--- config.mk ---
export PLATFORM = sky130hd
export DESIGN_NAME = mem_arbiter_flat
export DESIGN_NICKNAME = d
export VERILOG_FILES = /design/src/rtl/mem_arbiter_if.sv /design/src/rtl/mem_arbiter.sv /design/src/flat_wrapper.sv
export SDC_FILE = /design/constraint.sdc
export NUM_CORES = 1
export LEC_CHECK = 0
export ABC_AREA = 1
export BUFFER_PORTS_ARGS = -buffer_cell sky130_fd_sc_hd__buf_2
export CORE_MARGIN = 4
export CORE_UTILIZATION = 32
export CTS_CLUSTER_DIAMETER = 80
export DETAILED_ROUTE_END_ITERATION = 10
export GPL_TIMING_DRIVEN = 0
export HOLD_SLACK_MARGIN = 0.08
export PLACE_DENSITY = 0.79
export SLEW_MARGIN = 20
export SYNTH_ARGS = -nofsm -noshare
export SYNTH_HDL_FRONTEND = slang
export SYNTH_SLANG_ARGS = --single-unit
export TNS_END_PERCENT = 5
--- constraint.sdc ---
create_clock -name CLK -period 1.75 [get_ports CLK]
set_input_delay 0.175 -clock CLK [delete_from_list [all_inputs] [get_ports CLK]]
set_output_delay 0.175 -clock CLK [all_outputs]
set_load 0.005 [all_outputs]
--- src/rtl/mem_arbiter_if.sv ---
// Bus bundle between the two requesters, the arbiter and the unified word memory.
// The arbiter sits on the slave side; requesters and memory drive the master side.
interface mem_arbiter_if;
   logic        IF_REQ;
   logic [15:0] IF_A;
   logic        IF_GNT;
   logic        IF_RVALID;
   logic [15:0] IF_RD;
   logic        IF_ERR;
   logic        D_REQ;
   logic        D_WE;
   logic [15:0] D_A;
   logic [15:0] D_WD;
   logic        D_GNT;
   logic        D_RVALID;
   logic [15:0] D_RD;
   logic        D_ERR;
   logic [15:0] MEM_A;
   logic [15:0] MEM_WD;
   logic        MEM_WE;
   logic [15:0] MEM_RD;

   modport slave (
      input  IF_REQ, IF_A, D_REQ, D_WE, D_A, D_WD, MEM_RD,
      output IF_GNT, IF_RVALID, IF_RD, IF_ERR, D_GNT, D_RVALID, D_RD, D_ERR,
             MEM_A, MEM_WD, MEM_WE
   );
   modport master (
      output IF_REQ, IF_A, D_REQ, D_WE, D_A, D_WD, MEM_RD,
      input  IF_GNT, IF_RVALID, IF_RD, IF_ERR, D_GNT, D_RVALID, D_RD, D_ERR,
             MEM_A, MEM_WD, MEM_WE
   );
endinterface

--- src/rtl/mem_arbiter.sv ---
// Fetch/load-store arbiter for the single-port word memory: data priority with a
// fetch starvation guard, range/write-protect checks, response routed one cycle later.
module mem_arbiter #(
   parameter int STARVE_MAX = 3,
   parameter bit TEXT_WP    = 1'b1
) (
   input logic          CLK,
   input logic          RST,
   mem_arbiter_if.slave bus
);
   localparam logic [3:0] LP_STARVE = 4'(STARVE_MAX);

   logic [3:0] r_starve;
   logic       r_pend_if, r_pend_d, r_pend_err, r_pend_wr;
   logic       w_if_err, w_d_err, w_if_win, w_d_win, w_gnt_err;

   always_comb begin
      w_if_err  = bus.IF_A > 16'h8000;
      w_d_err   = (bus.D_A > 16'h8000) | (TEXT_WP & bus.D_WE & (bus.D_A <= 16'h2000));
      // Grants are masked while reset is held so nothing reaches the memory port.
      w_if_win  = ~RST & bus.IF_REQ & (~bus.D_REQ | (r_starve == LP_STARVE));
      w_d_win   = ~RST & bus.D_REQ & ~w_if_win;
      w_gnt_err = (w_if_win & w_if_err) | (w_d_win & w_d_err);
   end

   assign bus.IF_GNT = w_if_win;
   assign bus.D_GNT  = w_d_win;
   assign bus.MEM_A  = w_if_win ? bus.IF_A : (w_d_win ? bus.D_A : 16'h0000);
   assign bus.MEM_WD = w_d_win ? bus.D_WD : 16'h0000;
   assign bus.MEM_WE = w_d_win & bus.D_WE & ~w_d_err;

   always_ff @(posedge CLK or posedge RST) begin
      if (RST) begin
         r_starve <= 4'd0;
      end else if (bus.IF_REQ & ~w_if_win) begin
         r_starve <= (r_starve == LP_STARVE) ? r_starve : r_starve + 4'd1;
      end else begin
         r_starve <= 4'd0;
      end
   end

   always_ff @(posedge CLK or posedge RST) begin
      if (RST) begin
         r_pend_if  <= 1'b0;
         r_pend_d   <= 1'b0;
         r_pend_err <= 1'b0;
         r_pend_wr  <= 1'b0;
      end else begin
         r_pend_if  <= w_if_win;
         r_pend_d   <= w_d_win;
         r_pend_err <= w_gnt_err;
         r_pend_wr  <= w_d_win & bus.D_WE;
      end
   end

   // Read data is only forwarded for clean reads; errors and write acks return 0.
   assign bus.IF_RVALID = r_pend_if;
   assign bus.IF_ERR    = r_pend_if & r_pend_err;
   assign bus.IF_RD     = (r_pend_if & ~r_pend_err) ? bus.MEM_RD : 16'h0000;
   assign bus.D_RVALID  = r_pend_d;
   assign bus.D_ERR     = r_pend_d & r_pend_err;
   assign bus.D_RD      = (r_pend_d & ~r_pend_err & ~r_pend_wr) ? bus.MEM_RD : 16'h0000;
endmodule

--- src/flat_wrapper.sv ---
// flat-port wrapper written by rule: the top's interface ports become plain ports
module mem_arbiter_flat 
#(
   parameter int STARVE_MAX = 3,
   parameter bit TEXT_WP    = 1'b1
)
  (CLK, RST, bus_IF_REQ, bus_IF_A, bus_D_REQ, bus_D_WE, bus_D_A, bus_D_WD, bus_MEM_RD, bus_IF_GNT, bus_IF_RVALID, bus_IF_RD, bus_IF_ERR, bus_D_GNT, bus_D_RVALID, bus_D_RD, bus_D_ERR, bus_MEM_A, bus_MEM_WD, bus_MEM_WE);
  mem_arbiter_if bus_i ();
  input logic CLK;
  input logic RST;
  input wire logic [$bits(bus_i.IF_REQ)-1:0] bus_IF_REQ;
  input wire logic [$bits(bus_i.IF_A)-1:0] bus_IF_A;
  input wire logic [$bits(bus_i.D_REQ)-1:0] bus_D_REQ;
  input wire logic [$bits(bus_i.D_WE)-1:0] bus_D_WE;
  input wire logic [$bits(bus_i.D_A)-1:0] bus_D_A;
  input wire logic [$bits(bus_i.D_WD)-1:0] bus_D_WD;
  input wire logic [$bits(bus_i.MEM_RD)-1:0] bus_MEM_RD;
  output wire logic [$bits(bus_i.IF_GNT)-1:0] bus_IF_GNT;
  output wire logic [$bits(bus_i.IF_RVALID)-1:0] bus_IF_RVALID;
  output wire logic [$bits(bus_i.IF_RD)-1:0] bus_IF_RD;
  output wire logic [$bits(bus_i.IF_ERR)-1:0] bus_IF_ERR;
  output wire logic [$bits(bus_i.D_GNT)-1:0] bus_D_GNT;
  output wire logic [$bits(bus_i.D_RVALID)-1:0] bus_D_RVALID;
  output wire logic [$bits(bus_i.D_RD)-1:0] bus_D_RD;
  output wire logic [$bits(bus_i.D_ERR)-1:0] bus_D_ERR;
  output wire logic [$bits(bus_i.MEM_A)-1:0] bus_MEM_A;
  output wire logic [$bits(bus_i.MEM_WD)-1:0] bus_MEM_WD;
  output wire logic [$bits(bus_i.MEM_WE)-1:0] bus_MEM_WE;
  assign bus_i.IF_REQ = bus_IF_REQ;
  assign bus_i.IF_A = bus_IF_A;
  assign bus_i.D_REQ = bus_D_REQ;
  assign bus_i.D_WE = bus_D_WE;
  assign bus_i.D_A = bus_D_A;
  assign bus_i.D_WD = bus_D_WD;
  assign bus_i.MEM_RD = bus_MEM_RD;
  assign bus_IF_GNT = bus_i.IF_GNT;
  assign bus_IF_RVALID = bus_i.IF_RVALID;
  assign bus_IF_RD = bus_i.IF_RD;
  assign bus_IF_ERR = bus_i.IF_ERR;
  assign bus_D_GNT = bus_i.D_GNT;
  assign bus_D_RVALID = bus_i.D_RVALID;
  assign bus_D_RD = bus_i.D_RD;
  assign bus_D_ERR = bus_i.D_ERR;
  assign bus_MEM_A = bus_i.MEM_A;
  assign bus_MEM_WD = bus_i.MEM_WD;
  assign bus_MEM_WE = bus_i.MEM_WE;
  mem_arbiter #(.STARVE_MAX(STARVE_MAX), .TEXT_WP(TEXT_WP)) u_core (.CLK(CLK), .RST(RST), .bus(bus_i));
endmodule
==> flow_metrics.py <==
metrics = {
    "logic_synthesis": {
        "ys_ff_latch": 8,
        "synth_top_family_by_area": "simple AND/OR/NAND/NOR gates",
        "synth.avg_cell_area_um2": 5.39,
        "synthAdderAreaFrac": 0.0114,
        "synth_compound_area_frac": 0.0584,
        "syn_inst": 203,
        "seq_area_frac_synth": 0.183,
        "yosys.area_share.simple": 0.503,
        "yosysUniqueCellTypes": 26,
        "synth_mux_area_frac": 0,
        "syn_nets": 273,
        "synth_xor_area_frac": 0.0240,
        "ys_warn_count": 0,
        "syn_area_mm2": 0.00109,
    },
    "floorplanning": {
        "die_w_um": 66.5,
        "die-height_um": 66.5,
        "core_area_mm2": 0.00315,
        "die_area_mm2": 0.00442,
        "floorplan.initialDensity": 0.347,
        "num_rows": 20,
        "io_pins": 140,
    },
    "grt": {
        "antenna_found_initial": 0,
        "grt_pass1_vias": 1602,
        "gr-usage-all-layers": 0.193,
        "grt_pass1_wl_um": 6850,
        "grt_max_degree": 11,
        "overflow": 0,
    },
    "timing": {
        "finalSetupTns_ps": -1290,
        "fin_skew_ps": 5.96,
        "final.min_clock_period_ps": 1880,
        "fmax_mhz": 533,
        "slew_headroom": 0.739,
        "hold_viol_final": 0,
        "min_period_over_period": 1.07,
        "worst_slack_ps": -126,
        "rsz0062_at_grt": "yes",
        "drv_slew": 0,
        "worst_slew_pin_slew_ps": 391,
        "finalSetupViolCount": 27,
    },
    "cells_and_area": {
        "final_area_mm2": 0.00208,
        "n_antenna_cell": 0,
        "layout_commonest_cell": "buf_2",
        "syn2layout_area_growth_pct": 89.9,
        "drive_gt1_frac": 0.487,
        "fin_nets": 431,
        "most-common-layout-cells": "buf_2, nor2_1, inv_1",
    },
    "critical_path": {
        "rr_startpoint": "u_core.r_starve[2]$_DFFE_PP0P_",
        "worstPathRequired_ps": 1570,
        "cp_slowest_cell": "dfrtp_1",
        "ff2ff_path_depth": 11,
        "cp_slowest_stage_delay_ps": 420,
        "startpoint_type": "flip-flop",
        "ff2ff_setup_slack_ps": 210,
        "crit_arrival_ps": 1700,
        "crit_chain": "ha_4 > nand2_4 > nand2_4 > nand3_4 > inv_8 > nor2_8 > buf_12 > buf_8 > nand2_1 > nand2_1 > buf_2",
        "worstSetupEndpointType": "output port",
        "r2r_end": "u_core.r_pend_err$_DFF_PP0_",
        "crit_end": "bus_MEM_A[13]",
        "crit_path_max_fanout": 6,
        "path_class": "flip-flop to output port",
        "critPathLaunch": "u_core.r_starve[1]$_DFFE_PP0P_",
    },
    "routing": {
        "first_pass_iters": 4,
        "wl_per_cell_um": 11.1,
        "drc": 0,
        "drtAntennaViolNets": 0,
        "routed_wl_um": 4470,
        "vias": 1702,
        "drt_iter0_drc": 28,
        "via_per_inst": 4.22,
    },
    "place": {
        "dp.final_hpwl_um": 3630,
        "place.gp.congestion": 0.767,
        "placed_cell_area_mm2": 0.00184,
        "port_buffers": 139,
    },
    "clock_network": {
        "clk_latency_ps": 250,
        "clk_transition_reported_paths_ps": 50,
        "cts_max_level": 1,
        "cts.sinks": 8,
        "cts_buffers": 3,
        "clock_path_buffers": 2,
        "cts-root-buf": "clkbuf_4",
        "cts_tree": "built",
    },
    "run_status": {
        "outcome": "complete, but fails checks",
        "violations": "setup timing",
    },
    "power": {
        "powerDensity_mw_per_mm2": 358,
        "peakVddDrop_v": 0.000251,
        "p_leak_nw": 1.47,
    },
    "min_path": {
        "min_path_cells": 3,
        "hold_start": "bus_D_WE",
        "min_path_type": "input pin to flip-flop",
    },
    "flow_run": {
        "drv_cap": 0,
    },
}
## per-layer routing
metal | vias up | GRT usage | routed length, um
li1 | 900 | - | -
met1 | 706 | 0.206 | 1630
met2 | 92 | 0.372 | 2300
met3 | 4 | 0.0489 | 509
met4 | 0 | 0.0482 | 29
met5 | - | 0 | 0
## critical path, delay by kind of cell, from the launching register on
family,cells,cell delay [ps]
buf+inv,4,400
flops,1,420
simple gates,6,430
fa+ha+maj,1,190
## power breakdown
part	leakage [nW]	total (W)	internal [W]	switching, W
Sequential	0.107	0.000210	0.000198	0.0000125
Combinational	1.34	0.000396	0.000203	0.000193
Clock	0.0138	0.000138	0.0000782	0.0000596
## synthesized netlist by cell type
cell type  count  area [um2]
o21ai_2        2        17.5
nor4_1         2        12.5
nor3_1         1        5.00
o22ai_1        1        6.26
nor3b_2        1        12.5
nand4_1        2        12.5
inv_8          1        11.3
nand3_4        2        35.0
nand2_2        4        25.0
buf_6          1        11.3
buf_8          1        15.0
nor2_1        61         229
a21oi_1        1        5.00
o21ai_0        7        35.0
nand2_1       44         165
nand3_1        4        20.0
nand3b_1       1        7.51
nor2_2         1        6.26
nor2_8         1        20.0
xnor2_1        1        8.76
xor2_1         2        17.5
dfrtp_1        8         200
inv_1         50         188
buf_4          1        7.51
ha_1           1        12.5
clkbuf_1       2        7.51
## timing repair
action,4_1_cts,5_1_grt
gates resized for setup,11,3
setup endpoints to repair,34,46
pin swaps,5,3
endpoints found under the hold margin,8,0
setup buffers,11,1
hold buffers,1,0
gates cloned,1,0
## worst min path at each step
stage / end / slack [ps]
after detailed placement: u_core.r_starve[3]$_DFFE_PP0P_ / 210
after global routing: u_core.r_pend_wr$_DFF_PP0_ / 190
after CTS: u_core.r_pend_wr$_DFF_PP0_ / 140
final: u_core.r_pend_wr$_DFF_PP0_ / 160
after global placement: u_core.r_starve[1]$_DFFE_PP0P_ / 210
after floorplan: u_core.bus.D_RVALID$_DFF_PP0_ / 60
## area by class of cell
cell class	instances	area, um2
multi-input combinational	139	701
fill	310	1080
inverter	51	199
clock buffer	3	22.5
buffer	5	45.0
tap	44	55.1
sequential	8	200
timing repair buffer	153	855
## stage by stage
step                worst slack [ps]  power [W]  instances  utilization  hold slack, ps
floorplan                        256   0.000366        203            -            61.0
global placement                57.1   0.000534        386        0.585             209
detailed placement              30.0   0.000539        386        0.585             210
CTS                             -119   0.000740        402        0.652             144
global route                    -210   0.000807        403        0.659             191
finish                          -126   0.000745        403        0.659             156
## sequential cells by signal, summed over array words and instances (netlist names)
signal,cells
u_core.r_pend_err,1
u_core.bus.D_RVALID,1
u_core.r_starve,4
u_core.r_pend_wr,1
u_core.bus.IF_RVALID,1
## cell families after synthesis
| kind of cell | after synthesis |
|---|---|
| xor gates and xnor gates | 3 |
| AOI/OAI and AO/OA | 11 |
| adders and majority gates | 1 |
| and+or+nand+nor | 124 |
| DFF | 8 |
| buffers and inverters | 56 |
Note: power is estimated with default switching activity, not from simulation.
